File: src/rtl/div_mem_seq.sv
// div_mem_seq: paced read / divide / write sequencer over a scratch memory.
// Walks NUM_LINES lines as even/odd pairs; every output is registered.
module div_mem_seq #(
  parameter int NUM_DIV   = 8,
  parameter int ADDR_W    = 16,
  parameter int RD_BASE   = 64,
  parameter int WR_BASE   = 128,
  parameter int NUM_LINES = 64,
  parameter int RD_LAT    = 2,
  parameter int WR_GAP    = 2,
  parameter int TIMEOUT   = 1023
) (
  input  logic               clk,
  input  logic               reset,
  input  logic               start,
  input  logic [NUM_DIV-1:0] div_done,
  output logic [ADDR_W-1:0]  rd_addr1,
  output logic [ADDR_W-1:0]  rd_addr2,
  output logic               rd_data_rdy,
  output logic               div_en,
  output logic               wr_en,
  output logic [ADDR_W-1:0]  wr_addr,
  output logic               busy,
  output logic               rd_done,
  output logic               wr_done,
  output logic               err
);

  localparam int PAIRS = NUM_LINES / 2;
  localparam int K_W   = $clog2(PAIRS) + 1;
  localparam int TO_W  = $clog2(TIMEOUT + 1);
  localparam int CNT_W = (TO_W > 4) ? TO_W : 4;

  localparam logic [ADDR_W-1:0] P_RD = ADDR_W'(RD_BASE);
  localparam logic [ADDR_W-1:0] P_WR = ADDR_W'(WR_BASE);
  localparam logic [ADDR_W-1:0] A_ONE = ADDR_W'(1);

  localparam logic [CNT_W-1:0] RD_LAST = CNT_W'(RD_LAT - 1);
  localparam logic [CNT_W-1:0] GAP_LAST =
    CNT_W'((WR_GAP > 0) ? WR_GAP - 1 : 0);
  localparam logic [CNT_W-1:0] TO_LAST = CNT_W'(TIMEOUT - 1);
  localparam logic [K_W-1:0]   K_LAST = K_W'(PAIRS - 1);

  typedef enum logic [3:0] {
    IDLE, RD_ISSUE, RD_WAIT, RD_RDY, DIV_WAIT,
    WR_A, GAP_A, WR_B, GAP_B, DONE
  } state_t;

  state_t            r_state;
  state_t            w_state;
  logic [CNT_W-1:0]  r_cnt;
  logic [CNT_W-1:0]  w_cnt;
  logic [K_W-1:0]    r_k;
  logic [K_W-1:0]    w_k;
  logic              r_err;
  logic              w_err;
  logic [ADDR_W-1:0] w_off;
  logic [ADDR_W-1:0] w_rd1;
  logic [ADDR_W-1:0] w_rd2;
  logic [ADDR_W-1:0] w_wra;
  logic              w_rdy;
  logic              w_wen;
  logic              w_done;
  logic              w_busy;

  assign w_off = ADDR_W'(r_k) << 1;
  assign err   = r_err;

  always_comb begin
    w_state = r_state;
    w_cnt   = r_cnt;
    w_k     = r_k;
    w_err   = r_err;
    w_rd1   = rd_addr1;
    w_rd2   = rd_addr2;
    w_wra   = wr_addr;
    w_rdy   = 1'b0;
    w_wen   = 1'b0;
    w_done  = 1'b0;
    w_busy  = (r_state != IDLE);
    unique case (r_state)
      IDLE: begin
        if (start) begin
          w_state = RD_ISSUE;
          w_k     = '0;
          w_err   = 1'b0;
        end
      end
      RD_ISSUE: begin
        w_rd1   = P_RD + w_off;
        w_rd2   = P_RD + w_off + A_ONE;
        w_cnt   = '0;
        w_state = RD_WAIT;
      end
      RD_WAIT: begin
        if (r_cnt == RD_LAST) w_state = RD_RDY;
        else w_cnt = r_cnt + CNT_W'(1);
      end
      RD_RDY: begin
        w_rdy   = 1'b1;
        w_cnt   = '0;
        w_state = DIV_WAIT;
      end
      DIV_WAIT: begin
        // first cycle may still see the previous pair's done flags
        if (r_cnt != '0 && &div_done) begin
          w_state = WR_A;
        end else if (r_cnt == TO_LAST) begin
          w_state = DONE;
          w_err   = 1'b1;
        end else begin
          w_cnt = r_cnt + CNT_W'(1);
        end
      end
      WR_A: begin
        w_wen   = 1'b1;
        w_wra   = P_WR + w_off;
        w_cnt   = '0;
        w_state = (WR_GAP == 0) ? WR_B : GAP_A;
      end
      GAP_A: begin
        if (r_cnt == GAP_LAST) w_state = WR_B;
        else w_cnt = r_cnt + CNT_W'(1);
      end
      WR_B: begin
        w_wen = 1'b1;
        w_wra = P_WR + w_off + A_ONE;
        w_cnt = '0;
        if (WR_GAP != 0) begin
          w_state = GAP_B;
        end else if (r_k < K_LAST) begin
          w_k     = r_k + K_W'(1);
          w_state = RD_ISSUE;
        end else begin
          w_state = DONE;
        end
      end
      GAP_B: begin
        if (r_cnt != GAP_LAST) begin
          w_cnt = r_cnt + CNT_W'(1);
        end else if (r_k < K_LAST) begin
          w_k     = r_k + K_W'(1);
          w_state = RD_ISSUE;
        end else begin
          w_state = DONE;
        end
      end
      DONE: begin
        w_done  = 1'b1;
        w_state = IDLE;
      end
      default: w_state = IDLE;
    endcase
  end

  always_ff @(posedge clk) begin
    if (reset) begin
      r_state     <= IDLE;
      r_cnt       <= '0;
      r_k         <= '0;
      r_err       <= 1'b0;
      rd_addr1    <= '0;
      rd_addr2    <= '0;
      wr_addr     <= '0;
      rd_data_rdy <= 1'b0;
      div_en      <= 1'b0;
      wr_en       <= 1'b0;
      busy        <= 1'b0;
      rd_done     <= 1'b0;
      wr_done     <= 1'b0;
    end else begin
      r_state     <= w_state;
      r_cnt       <= w_cnt;
      r_k         <= w_k;
      r_err       <= w_err;
      rd_addr1    <= w_rd1;
      rd_addr2    <= w_rd2;
      wr_addr     <= w_wra;
      rd_data_rdy <= w_rdy;
      div_en      <= w_rdy;
      wr_en       <= w_wen;
      busy        <= w_busy;
      rd_done     <= w_done;
      wr_done     <= w_done;
    end
  end

endmodule

File: config.mk
export PLATFORM = sky130hd
export DESIGN_NAME = div_mem_seq
export DESIGN_NICKNAME = d
export VERILOG_FILES = /design/src/rtl/div_mem_seq.sv
export SDC_FILE = /design/constraint.sdc
export NUM_CORES = 1
export LEC_CHECK = 0
export ABC_CLOCK_PERIOD_IN_PS = 2700
export CAP_MARGIN = 40
export CORE_MARGIN = 2
export CORE_UTILIZATION = 45
export CTS_BUF_LIST = sky130_fd_sc_hd__clkbuf_4 sky130_fd_sc_hd__clkbuf_8 sky130_fd_sc_hd__clkbuf_16
export CTS_CLUSTER_SIZE = 30
export DETAILED_ROUTE_END_ITERATION = 8
export HOLD_SLACK_MARGIN = 0.06
export PLACE_DENSITY = 0.74
export SLEW_MARGIN = 5
export SYNTH_ARGS = -nofsm -noshare
export SYNTH_HDL_FRONTEND = slang
export SYNTH_SLANG_ARGS = --single-unit
File: constraint.sdc
create_clock -name clk -period 2.7 [get_ports clk]
set_clock_uncertainty 0.2 [all_clocks]
set_input_delay 0.27 -clock clk [delete_from_list [all_inputs] [get_ports clk]]
set_output_delay 0.27 -clock clk [all_outputs]
set_load 0.05 [all_outputs]
==> results by group <==
Setup path
  – Launching point of the worst reg2reg path: r_state[3]
  – CP Launch Type: flop
  – Maximum fanout along the worst path: 11
  – Crit Reg-Reg Endpoint: r_cnt[3]
  – Launch point of the worst path: r_state[3]
  – CP Capture Type: flop
  – Flop2flop setup slack: slightly below 0.4 ns
  – CP arrival: ~2.4 ns
  – Reg2reg path depth: 5
  – Crit-path cells: nor4b_1, a21o_1, o221ai_2, or4_1, a21oi_1
  – Worst path buffer plus inverter count: 0
  – Top delay family on crit path: simple AND/OR/NAND/NOR gates
  – Worst stage delay on the critical path: 0.55 ns
  – CP Data Required Time: 2.73 ns
  – Slowest stage cell, crit path: dfxtp_1
  – WS Path Type: flop to flop

Timing
  – Worst-Margin Slew: 0.7230 ns
  – Fin Setup TNS: 0 ns
  – Post-layout min period: 2.312 ns
  – Unrepaired setup endpoints after global routing: false
  – Max Fclk: 0.4326 GHz
  – Final Setup Violations: 0
  – Min setup slack post-route: about 0.4 ns
  – Final Cycle Share: 0.8561
  – Final Hold Vio Count: 0
  – Slew margin rel.: 0.5170
  – Pins Over Slew Limit: 0
  – Hold Slack: 0.2569 ns

Finish
  – Most frequent cells in the layout: 41 x dfxtp_1, 40 x clkdlybuf4s50_1, 27 x nor2_1
  – Ratio of cells with drive above 1 in the final layout: 0.08681
  – Layout area overhead: 20.77%
  – N_diodes: 0
  – Fillers: 447
  – Final instance area: around 2700 um2
  – Nets: 303
  – Commonest non-fill, non-tap cell in the layout: dfxtp_1

Run
  – Max cap viols: 0

Floorplan
  – Core area: 4755 um2
  – Boundary Pins: 66
  – Height of the die: 74.67 um
  – Die Wd: around 75 um
  – Site Rows: 25
  – Die area: 5575 um2
  – Initial Util: 0.4726

Worst hold path
  – Min-Delay Path Depth: 2
  – HP Start: wr_addr[1]
  – Worst hold path class: flop to flop
  – Hold EP: wr_addr[1]

Placed design
  – Cell Area, Placed: between 2000 and 3000 um2
  – Setup WS pre-CTS: 0.2748 ns
  – DP HPWL: 3381 um
  – GP Congestion: around 0.83
  – PortBufs: 40

Global routing
  – Vias in the first global route: 1583
  – Pin count of the biggest net entering global routing: 20
  – Initial antenna violation count: 0
  – Tot GR Track Use: 0.1747
  – First-pass GRT wire length: 7424 um
  – Total grt overflow: 0

Route
  – First-pass iteration count of the detailed router: 4
  – Wire per inst: 12.81 um
  – Initial DRC Count: 129
  – Mean number of vias per cell: 5.189
  – Via Count: 1842
  – # DRC: 0
  – Drt total wl: roughly 4500 um
  – Post-route ant nets: 0

CTS
  – Setup bufs post-CTS: 0
  – Worst skew pair latency: 0.30 ns
  – Deepest clock path buffer count: 2
  – Clock slew at reported path FFs: 0.08 ns
  – Root buf cell: clkbuf_8
  – Clock sink count: 41
  – CTS H-tree lvls: 2
  – Hold buffers post-CTS: 0
  – CTS tree: built
  – Cts repair resizes: 0
  – Num CTS Buffers: 5

Pwr
  – LEAKAGE: 1.053 nW
  – Comb power frac: 0.393
  – Internal power: around 1.3 mW
  – Peak supply drop: 314.9 uV
  – Pwr dens: 802.9 nW/um2
  – Sw frac: 0.3867
  – Net switching component of the power: 0.8425 mW
  – Clk pwr share: 0.275
  – Sequential share of power: 0.332

Logic synthesis
  – Post-Syn Area per Cell: 8.847 um2
  – Gate Count Post-Synth: 254
  – Post-synthesis sequential area ratio: 0.3653
  – #FFs+latches synth: between 40 and 50
  – Mapped Area: 2247 um2
  – Number of synthesis warnings: 0
  – Library cells used by synthesis: 46

Outcome
  – Status: completed
==> through the flow <==
stage / total power [mW] / std cells / util
3_5_place_dp: 1.592 / 347 / 0.5418
5_1_grt: 2.295 / 355 / 0.5708
6_report: 2.179 / 355 / 0.5708
2_1_floorplan: 1.430 / 278 / -
3_3_place_gp: 1.581 / 347 / 0.5418
4_1_cts: 2.191 / 355 / 0.5708
==> state kept, by name (all words and copies together), names as in the netlist <==
name and flops:
rd_addr2 8, r_cnt 10, r_k 6, err 1, r_state 4, busy 1, wr_done 1, wr_en 1
div_en 1, wr_addr 8
==> cell type report <==
cell class	count	area, um2	share of cell area
Sequential cell	41	820.8	0.3024
Clock buffer	5	68.82	0.02536
Timing Repair Buffer	50	475.5	0.1752
Tap cell	67	83.83	0.03089
Multi-Input combinational cell	186	1185	0.4366
Clock inverter	3	68.82	0.02536
Inverter	3	11.26	0.004149
==> logic make-up (layout without fill, tap and decap cells) <==
| logic type | Yosys count | in the layout | share of synthesized area |
|---|---|---|---|
| AOI/OAI and AO/OA | 51 | 51 | 0.1776 |
| xor gates and xnor gates | 2 | 2 | 0.007797 |
| adders and majority gates | 5 | 5 | 0.02784 |
| buffers and inverters | 51 | 61 | 0.1503 |
| DFF | 41 | 41 | 0.3653 |
| muxes | 14 | 14 | 0.06236 |
| other | 1 | 25 | 0.001669 |
| and+or+nand+nor | 89 | 89 | 0.2071 |
==> tightest hold or removal path: stages, from the launching register on <==
cell and delay [ns]:
dfxtp_1 0.31, nand2_1 0.05, a21oi_1 0.05
==> cell usage after synthesis, drive strengths merged <==
| cell type | n | area share |
|---|---|---|
| nor3 | 3 | 0.0067 |
| a41o | 1 | 0.0045 |
| o21ai | 9 | 0.020 |
| and3 | 5 | 0.014 |
| o221ai | 1 | 0.0067 |
| buf | 42 | 0.14 |
| inv | 3 | 0.0050 |
| nand4 | 4 | 0.011 |
| nor2b | 7 | 0.019 |
| a2111oi | 5 | 0.028 |
| clkbuf | 6 | 0.010 |
| nor4 | 5 | 0.023 |
| nor4b | 2 | 0.0078 |
| or3 | 2 | 0.0056 |
| nand3 | 10 | 0.022 |
| o2111ai | 1 | 0.0039 |
| a21o | 4 | 0.013 |
| a31oi | 2 | 0.0056 |
| or2 | 1 | 0.0028 |
| nor2 | 27 | 0.045 |
| a41oi | 2 | 0.0078 |
| a311oi | 2 | 0.0078 |
| a211oi | 4 | 0.013 |
| conb | 1 | 0.0017 |
| a32oi | 2 | 0.0078 |
| a21oi | 12 | 0.028 |
| xor2 | 1 | 0.0039 |
| o41ai | 1 | 0.0039 |
| a311o | 2 | 0.0089 |
| nand2 | 14 | 0.023 |
| ha | 5 | 0.028 |
| a2111o | 1 | 0.0050 |
| mux2i | 14 | 0.062 |
| o31a | 1 | 0.0039 |
| o221a | 1 | 0.0089 |
| or4 | 1 | 0.0033 |
| nand2b | 8 | 0.022 |
| dfxtp | 41 | 0.37 |
| xnor2 | 1 | 0.0039 |
==> worst max path at each step <==
stage	end	slack, ns	cells past startpoint
2_1_floorplan	r_state[3]	0.56	7
3_5_place_dp	r_cnt[5]	0.27	6
4_1_cts	r_cnt[3]	0.39	5
3_3_place_gp	r_cnt[5]	0.36	6
5_1_grt	r_k[5]	0.22	5
6_report	r_cnt[3]	0.39	5
==> layer usage <==
metal,up-vias,part of all wire,GRT usage
met5,-,0,0
met4,0,0.013,0.07143
met3,5,0.064,0.02811
met2,70,0.49,0.2783
met1,851,0.43,0.2371
li1,916,-,-
==> power groups by stage <==
stage | sequential, mW | combinational, mW | clock [mW]
final | 0.724 | 0.855 | 0.599
after global routing | 0.735 | 0.932 | 0.627
after CTS | 0.724 | 0.856 | 0.611
after detailed placement | 0.739 | 0.853 | 0
after global placement | 0.736 | 0.844 | 0
after floorplan | 0.777 | 0.653 | 0
(Power assumes the default switching activity.)
